**config.mk**
```make
export PLATFORM = sky130hd
export DESIGN_NAME = menshen_pipe_dispatch
export DESIGN_NICKNAME = d
export VERILOG_FILES = /design/src/rtl/menshen_dispatch_pkg.sv /design/src/rtl/axis_reg_slice_1d.sv /design/src/rtl/menshen_pipe_dispatch.sv
export SDC_FILE = /design/constraint.sdc
export NUM_CORES = 2
export LEC_CHECK = 0
export BUFFER_PORTS_ARGS = -buffer_cell sky130_fd_sc_hd__buf_2
export CAP_MARGIN = 20
export CORE_AREA = 2 2 730 732
export DETAILED_ROUTE_END_ITERATION = 8
export DIE_AREA = 0 0 732 734
export PLACE_DENSITY_LB_ADDON = 0.2
export SETUP_SLACK_MARGIN = 0.5
export SLEW_MARGIN = 20
export SYNTH_ARGS = -nofsm -noshare
export SYNTH_HDL_FRONTEND = slang
export SYNTH_HIERARCHICAL = 1
export SYNTH_SLANG_ARGS = --single-unit
```
**constraint.sdc**
```tcl
create_clock -name axis_aclk -period 25.1 [get_ports axis_aclk]
set_input_delay 2.51 -clock axis_aclk [delete_from_list [all_inputs] [get_ports axis_aclk]]
set_output_delay 2.51 -clock axis_aclk [all_outputs]
set_load 0.03 [all_outputs]
```
**src/rtl/menshen_dispatch_pkg.sv**
```systemverilog
// Shared types for the Menshen pipeline dispatcher: FSM states, qid range entries
// and the range-match helper.
package menshen_dispatch_pkg;

  localparam int CNT_W     = 32;
  localparam int QID_W_MAX = 16;

  typedef enum logic [1:0] {
    ST_IDLE = 2'd0,
    ST_FWD  = 2'd1,
    ST_DROP = 2'd2
  } state_e;

  typedef struct packed {
    logic [QID_W_MAX-1:0] base;
    logic [QID_W_MAX-1:0] count;
  } qid_range_t;

  // One extra bit keeps base+count-1 from wrapping at the top of the qid space.
  function automatic logic range_hit(input logic [QID_W_MAX-1:0] qid, input qid_range_t r);
    logic [QID_W_MAX:0] last;
    last = {1'b0, r.base} + {1'b0, r.count} - (QID_W_MAX+1)'(1);
    return (r.count != '0) && (qid >= r.base) && ({1'b0, qid} <= last);
  endfunction

endpackage

```
**src/rtl/axis_reg_slice_1d.sv**
```systemverilog
// One-entry AXI-Stream output slot; free when empty or being drained this cycle.
module axis_reg_slice_1d #(
  parameter int DW = 512,
  parameter int KW = DW/8
) (
  input  logic          clk,
  input  logic          rst,
  input  logic          i_load,
  input  logic [DW-1:0] i_data,
  input  logic [KW-1:0] i_keep,
  input  logic          i_last,
  input  logic          i_ready,
  output logic          o_free,
  output logic          o_valid,
  output logic [DW-1:0] o_data,
  output logic [KW-1:0] o_keep,
  output logic          o_last
);

  logic          r_valid;
  logic [DW-1:0] r_data;
  logic [KW-1:0] r_keep;
  logic          r_last;

  assign o_free  = !r_valid || i_ready;
  assign o_valid = r_valid;
  assign o_data  = r_data;
  assign o_keep  = r_keep;
  assign o_last  = r_last;

  always_ff @(posedge clk or posedge rst) begin
    if (rst) begin
      r_valid <= 1'b0;
      r_data  <= '0;
      r_keep  <= '0;
      r_last  <= 1'b0;
    end else if (i_load) begin
      r_valid <= 1'b1;
      r_data  <= i_data;
      r_keep  <= i_keep;
      r_last  <= i_last;
    end else if (i_ready) begin
      r_valid <= 1'b0;
    end
  end

endmodule

```
**src/rtl/menshen_pipe_dispatch.sv**
```systemverilog
// Steers whole H2C packets to one Menshen pipeline by first-beat qid range lookup,
// or drops them; keeps per-pipeline packet counters and a drop counter.
module menshen_pipe_dispatch
  import menshen_dispatch_pkg::*;
#(
  parameter int DATA_WIDTH = 512,
  parameter int NUM_PIPE   = 2,
  parameter int QID_W      = 11,
  parameter int IDX_W      = (NUM_PIPE > 1) ? $clog2(NUM_PIPE) : 1
) (
  input  logic                           axis_aclk,
  input  logic                           axis_rst,
  input  logic [DATA_WIDTH-1:0]          s_axis_tdata,
  input  logic [DATA_WIDTH/8-1:0]        s_axis_tkeep,
  input  logic [QID_W-1:0]               s_axis_tuser_qid,
  input  logic                           s_axis_tvalid,
  input  logic                           s_axis_tlast,
  output logic                           s_axis_tready,
  output logic [NUM_PIPE*DATA_WIDTH-1:0] m_axis_tdata,
  output logic [NUM_PIPE*DATA_WIDTH/8-1:0] m_axis_tkeep,
  output logic [NUM_PIPE-1:0]            m_axis_tvalid,
  output logic [NUM_PIPE-1:0]            m_axis_tlast,
  input  logic [NUM_PIPE-1:0]            m_axis_tready,
  input  logic                           cfg_wr_en,
  input  logic [IDX_W-1:0]               cfg_wr_idx,
  input  logic [QID_W-1:0]               cfg_wr_base,
  input  logic [QID_W-1:0]               cfg_wr_count,
  output logic [NUM_PIPE*CNT_W-1:0]      pkt_cnt,
  output logic [CNT_W-1:0]               drop_cnt
);

  localparam int KW = DATA_WIDTH/8;

  state_e                          r_state;
  logic [IDX_W-1:0]                r_sel;
  qid_range_t                      r_tbl [NUM_PIPE];
  logic [NUM_PIPE-1:0][CNT_W-1:0]  r_pkt_cnt;
  logic [CNT_W-1:0]                r_drop_cnt;

  logic [NUM_PIPE-1:0] w_hit_vec;
  logic                w_hit;
  logic [IDX_W-1:0]    w_hit_idx;
  logic [NUM_PIPE-1:0] w_free;
  logic [NUM_PIPE-1:0] w_load;
  logic                w_tready;
  logic                w_acc;

  // Descending scan so the lowest matching index is the one left standing.
  always_comb begin
    w_hit     = 1'b0;
    w_hit_idx = '0;
    for (int i = NUM_PIPE-1; i >= 0; i--) begin
      w_hit_vec[i] = range_hit(QID_W_MAX'(s_axis_tuser_qid), r_tbl[i]);
      if (w_hit_vec[i]) begin
        w_hit     = 1'b1;
        w_hit_idx = IDX_W'(i);
      end
    end
  end

  always_comb begin
    w_tready = 1'b0;
    if (!axis_rst) begin
      case (r_state)
        ST_IDLE: w_tready = w_hit ? w_free[w_hit_idx] : 1'b1;
        ST_FWD:  w_tready = w_free[r_sel];
        ST_DROP: w_tready = 1'b1;
        default: w_tready = 1'b0;
      endcase
    end
  end

  assign s_axis_tready = w_tready;
  assign w_acc         = s_axis_tvalid && w_tready;

  always_comb begin
    for (int i = 0; i < NUM_PIPE; i++) begin
      w_load[i] = w_acc &&
                  (((r_state == ST_IDLE) && w_hit && (w_hit_idx == IDX_W'(i))) ||
                   ((r_state == ST_FWD) && (r_sel == IDX_W'(i))));
    end
  end

  for (genvar g = 0; g < NUM_PIPE; g++) begin : g_slot
    axis_reg_slice_1d #(.DW(DATA_WIDTH), .KW(KW)) u_slot (
      .clk     (axis_aclk),
      .rst     (axis_rst),
      .i_load  (w_load[g]),
      .i_data  (s_axis_tdata),
      .i_keep  (s_axis_tkeep),
      .i_last  (s_axis_tlast),
      .i_ready (m_axis_tready[g]),
      .o_free  (w_free[g]),
      .o_valid (m_axis_tvalid[g]),
      .o_data  (m_axis_tdata[g*DATA_WIDTH +: DATA_WIDTH]),
      .o_keep  (m_axis_tkeep[g*KW +: KW]),
      .o_last  (m_axis_tlast[g])
    );
  end

  always_ff @(posedge axis_aclk or posedge axis_rst) begin
    if (axis_rst) begin
      for (int i = 0; i < NUM_PIPE; i++) r_tbl[i] <= '0;
    end else if (cfg_wr_en) begin
      for (int i = 0; i < NUM_PIPE; i++)
        if (cfg_wr_idx == IDX_W'(i))
          r_tbl[i] <= '{base: QID_W_MAX'(cfg_wr_base), count: QID_W_MAX'(cfg_wr_count)};
    end
  end

  always_ff @(posedge axis_aclk or posedge axis_rst) begin
    if (axis_rst) begin
      r_state    <= ST_IDLE;
      r_sel      <= '0;
      r_pkt_cnt  <= '0;
      r_drop_cnt <= '0;
    end else begin
      case (r_state)
        ST_IDLE: if (w_acc) begin
          if (w_hit) begin
            r_sel <= w_hit_idx;
            if (s_axis_tlast) r_pkt_cnt[w_hit_idx] <= r_pkt_cnt[w_hit_idx] + 1'b1;
            else              r_state <= ST_FWD;
          end else begin
            if (s_axis_tlast) r_drop_cnt <= r_drop_cnt + 1'b1;
            else              r_state <= ST_DROP;
          end
        end
        ST_FWD: if (w_acc && s_axis_tlast) begin
          r_pkt_cnt[r_sel] <= r_pkt_cnt[r_sel] + 1'b1;
          r_state          <= ST_IDLE;
        end
        ST_DROP: if (w_acc && s_axis_tlast) begin
          r_drop_cnt <= r_drop_cnt + 1'b1;
          r_state    <= ST_IDLE;
        end
        default: r_state <= ST_IDLE;
      endcase
    end
  end

  assign pkt_cnt  = r_pkt_cnt;
  assign drop_cnt = r_drop_cnt;

endmodule

```
==> impl_metrics.yaml <==
detailed_routing:
  dr_vias_cell: 3.20
  route.detailed.drc: 0
  detail_route.wirelength_um: 388000
  drt_first_iter_violations: 2389
  ant_nets: 0
  wl_per_cell_um: 30.1
  dr_total_vias: 41200
  first_pass_iters: 5
floorplanning:
  initial_core_util: 0.109
  placeableCoreArea_um2: 530000
  floorplan.die_area_um2: 537000
  floorplan.rows: 268
  floorplan.die.height_um: 734
  die_x_um: 732
  design.portCount: 1870
critical_path:
  r2r-start: "r_tbl[33]"
  criticalPathCategory: "reg -> reg"
  critPathLaunchType: "flop"
  cp_data_required_time_ns: 25.82
  timing.critical_path.to_type: "flop"
  arrival_ns: 10.60
  crit_fanout: 46
  r2r_setup_slack_ns: 15.22
  reg2regPathDepth: 26
  r2r-end: "g_slot[0].u_slot/o_data[402]"
finish:
  layout.cells.non_filler: 12900
  register_area_um2: 32500
  multiInputGateArea_um2: 23200
  synthToLayoutAreaGrowth_pct: 40.5
  layout.cells.most_common_list: "1869 x sky130_fd_sc_hd__buf_2, 1299 x sky130_fd_sc_hd__dfrtp_1, 1000 x sky130_fd_sc_hd__mux2_4, 207 x sky130_fd_sc_hd__mux2_2, 178 x sky130_fd_sc_hd__clkbuf_16"
  layout_commonest_cell: "sky130_fd_sc_hd__buf_2"
  layout.filler_cells: 59100
  drive_gt1_frac: 0.603
  design.final.nets: 6286
place:
  post-dp-hpwl_um: 325000
  placed_cells_incl_taps: 12400
  place_worst_setup_slack_ns: 14.62
  place.port_buffers: 1869
  routability_congestion_estimate: 0.923
cts:
  h-tree-depth: 4
  cts.path.max_buffers: 4
  ctsResizeCount: 0
  cts-hold-fix-buffers: 0
  clock_tree_from_tritoncts: "done"
  ctsRootBufferMaster: "sky130_fd_sc_hd__clkbuf_16"
  path_clk_slew_ns: 0.06
  clock_latency_ns: 0.92
  post_cts_setup_inserts: 0
  cts_inserted_buffers: 176
  cts.sink_count: 1299
timing:
  grt_setup_unrepaired: "no"
  fraction_of_the_cycle_the_final_worst_path_needs: 0.394
  final_max_slew_viol_count: 0
  report.final.setup_viol: 0
  final_critical_path_setup_slack_ns: 15.22
  fmaxAchievable_mhz: 101
  tns_ns: 0
  worst-slew-pin-transition_ns: 1.14
  slew-limit-headroom: 0.234
  period_needed_ns: 9.88
  skew_ns: 0.104
  final-hold-violation-count: 0
synthesis:
  yosysWarnings: 6
  synth-seq-area-share: 0.563
  synth-main-ff-cell: "sky130_fd_sc_hd__dfrtp_1"
  ys_types: 81
  postSynth.asyncResetShare: 1.00
  synth.net_count: 4350
  synth_area_per_cell_um2: 15.9
  synth.ff_latch_count: 1299
  syn_area_um2: 57800
  post_synth_edffs: 0
  synthesis.instances: 3638
power:
  static-leakage-power_nw: 37.2
  power.density_cell_area_nw_per_um2: 153
  p_total_mw: 12.4
  ir_worst_vdd_mv: 0.0739
global_route:
  grt_overflow: 0
  grt_pass1_vias: 42600
  grt_usage: 0.139
  antenna_violations_before_repair: 352
  grt_first_pass_wirelength_um: 491000
  grt_max_degree: 115
hold_path:
  whs_path_depth: 1
  min_delay_src: "drop_cnt[31]"
  sink_of_the_worst_hold_path: "drop_cnt[31]"
  timing.hold.worst.class: "reg -> reg"
run_status:
  outcome: "finished, final reports clean"
flow_run:
  maxCapViolations: 0
routing by layer:
layer,track usage,share of wire,vias to the layer above
li1,-,-,17000
met1,0.148,0.36,20900
met2,0.234,0.47,2145
met3,0.0768,0.13,856
met4,0.0410,0.036,202
met5,0,0.0035,-
worst max-delay path, cell delays in order (launching register included):
cell,delay (ns)
sky130_fd_sc_hd__dfrtp_1,0.38
sky130_fd_sc_hd__inv_1,0.06
sky130_fd_sc_hd__ha_1,0.27
sky130_fd_sc_hd__inv_1,0.04
sky130_fd_sc_hd__ha_1,0.21
sky130_fd_sc_hd__fa_1,0.44
sky130_fd_sc_hd__a211oi_1,0.30
sky130_fd_sc_hd__nor2_1,0.12
sky130_fd_sc_hd__o21a_1,0.18
sky130_fd_sc_hd__nor2_1,0.17
sky130_fd_sc_hd__xnor2_1,0.17
sky130_fd_sc_hd__ha_1,0.29
sky130_fd_sc_hd__and4_1,0.21
sky130_fd_sc_hd__a2111oi_0,0.43
sky130_fd_sc_hd__o21bai_1,0.17
sky130_fd_sc_hd__o221ai_1,0.33
sky130_fd_sc_hd__o211ai_1,0.28
sky130_fd_sc_hd__nand3_1,0.33
sky130_fd_sc_hd__and2_1,0.20
sky130_fd_sc_hd__nand2_1,0.16
sky130_fd_sc_hd__nor2_4,0.67
sky130_fd_sc_hd__buf_4,0.64
sky130_fd_sc_hd__buf_4,0.67
sky130_fd_sc_hd__buf_4,0.78
sky130_fd_sc_hd__buf_4,0.75
sky130_fd_sc_hd__buf_4,0.82
sky130_fd_sc_hd__mux2_4,0.35
cell families (layout without fill, tap and decap cells):
family	count (synthesis)	count (layout)	synth area share
buffers and inverters	297	2360	0.0369
XOR/XNOR	89	89	0.0135
multiplexers	1216	1216	0.302
AO/OA/AOI/OAI	247	247	0.0293
AND/OR/NAND/NOR	395	395	0.0353
flip-flops	1299	1299	0.563
adder cells (fa/ha/maj)	95	95	0.0208
other	0	149	0
power breakdown:
group	total (mW)	switching (mW)	internal, mW
logic	6.06	3.84	2.21
clock network	2.62	1.06	1.56
registers	3.73	0.650	3.08
how the worst max path moves through the flow:
stage	cells past startpoint	endpoint	slack (ns)	startpoint
2_1_floorplan	1	g_slot[0].u_slot/o_data[0]	6.42	axis_rst
3_3_place_gp	17	g_slot[0].u_slot/o_data[173]	14.62	s_axis_tuser_qid[7]
3_5_place_dp	17	g_slot[0].u_slot/o_data[173]	14.62	s_axis_tuser_qid[7]
4_1_cts	26	g_slot[0].u_slot/o_data[173]	15.09	r_tbl[33]
5_1_grt	26	g_slot[0].u_slot/o_data[402]	14.59	r_tbl[49]
6_report	26	g_slot[0].u_slot/o_data[402]	15.22	r_tbl[33]
cell usage after synthesis, drive strengths merged, types with 4 or more instances:
library cell,number,share of area
nor4b,5,0.00076
o32a,5,0.00089
o2bb2ai,4,0.00061
ha,93,0.020
a22oi,10,0.0013
or4,4,0.00058
nor3,46,0.0043
and2,5,0.00054
o21ai,45,0.0039
a31oi,19,0.0021
nand4,21,0.0024
xor2,54,0.0082
nor2b,4,0.00043
a211oi,9,0.0013
mux2,1207,0.30
o31ai,16,0.0021
dfrtp,1299,0.56
inv,122,0.0079
clkbuf,19,0.0012
mux2i,9,0.0016
nand2b,14,0.0015
or3,6,0.00082
nor2,61,0.0040
o21bai,5,0.00065
xnor2,35,0.0053
a22o,4,0.00061
and4,10,0.0015
a21o,15,0.0019
a21oi,50,0.0043
and3,15,0.0016
o32ai,7,0.0012
o211ai,4,0.00052
buf,156,0.028
o22ai,14,0.0015
nand3,67,0.0058
nor4,34,0.0037
nand2,94,0.0061
layout make-up:
class / instances / share of cell area
inverter: 122 / 0.00589
sequential: 1299 / 0.400
timing repair buffer: 1933 / 0.123
antenna: 149 / 0.00459
tap: 7020 / 0.108
multi-input combinational: 2042 / 0.286
clock buffer: 252 / 0.0632
clock inverter: 53 / 0.00925
registers in the layout, indices dropped and copies added, names as in the netlist:
signal                 flops
g_slot.u_slot/o_keep     128
g_slot.u_slot/o_last       2
g_slot.u_slot/o_valid      2
r_sel                      1
r_state                    2
pkt_cnt                   64
g_slot.u_slot/o_data    1024
drop_cnt                  32
r_tbl                     44
per-stage QoR:
step           utilization  hold slack, ns  area (um2)
2_1_floorplan            -           0.479       57800
3_3_place_gp         0.141           0.462       74900
3_5_place_dp         0.141           0.460       74900
4_1_cts              0.152           0.477       80800
5_1_grt              0.153           0.495       81000
6_report             0.153           0.476       81200
No activity file was read; power rests on OpenSTA's default activity.
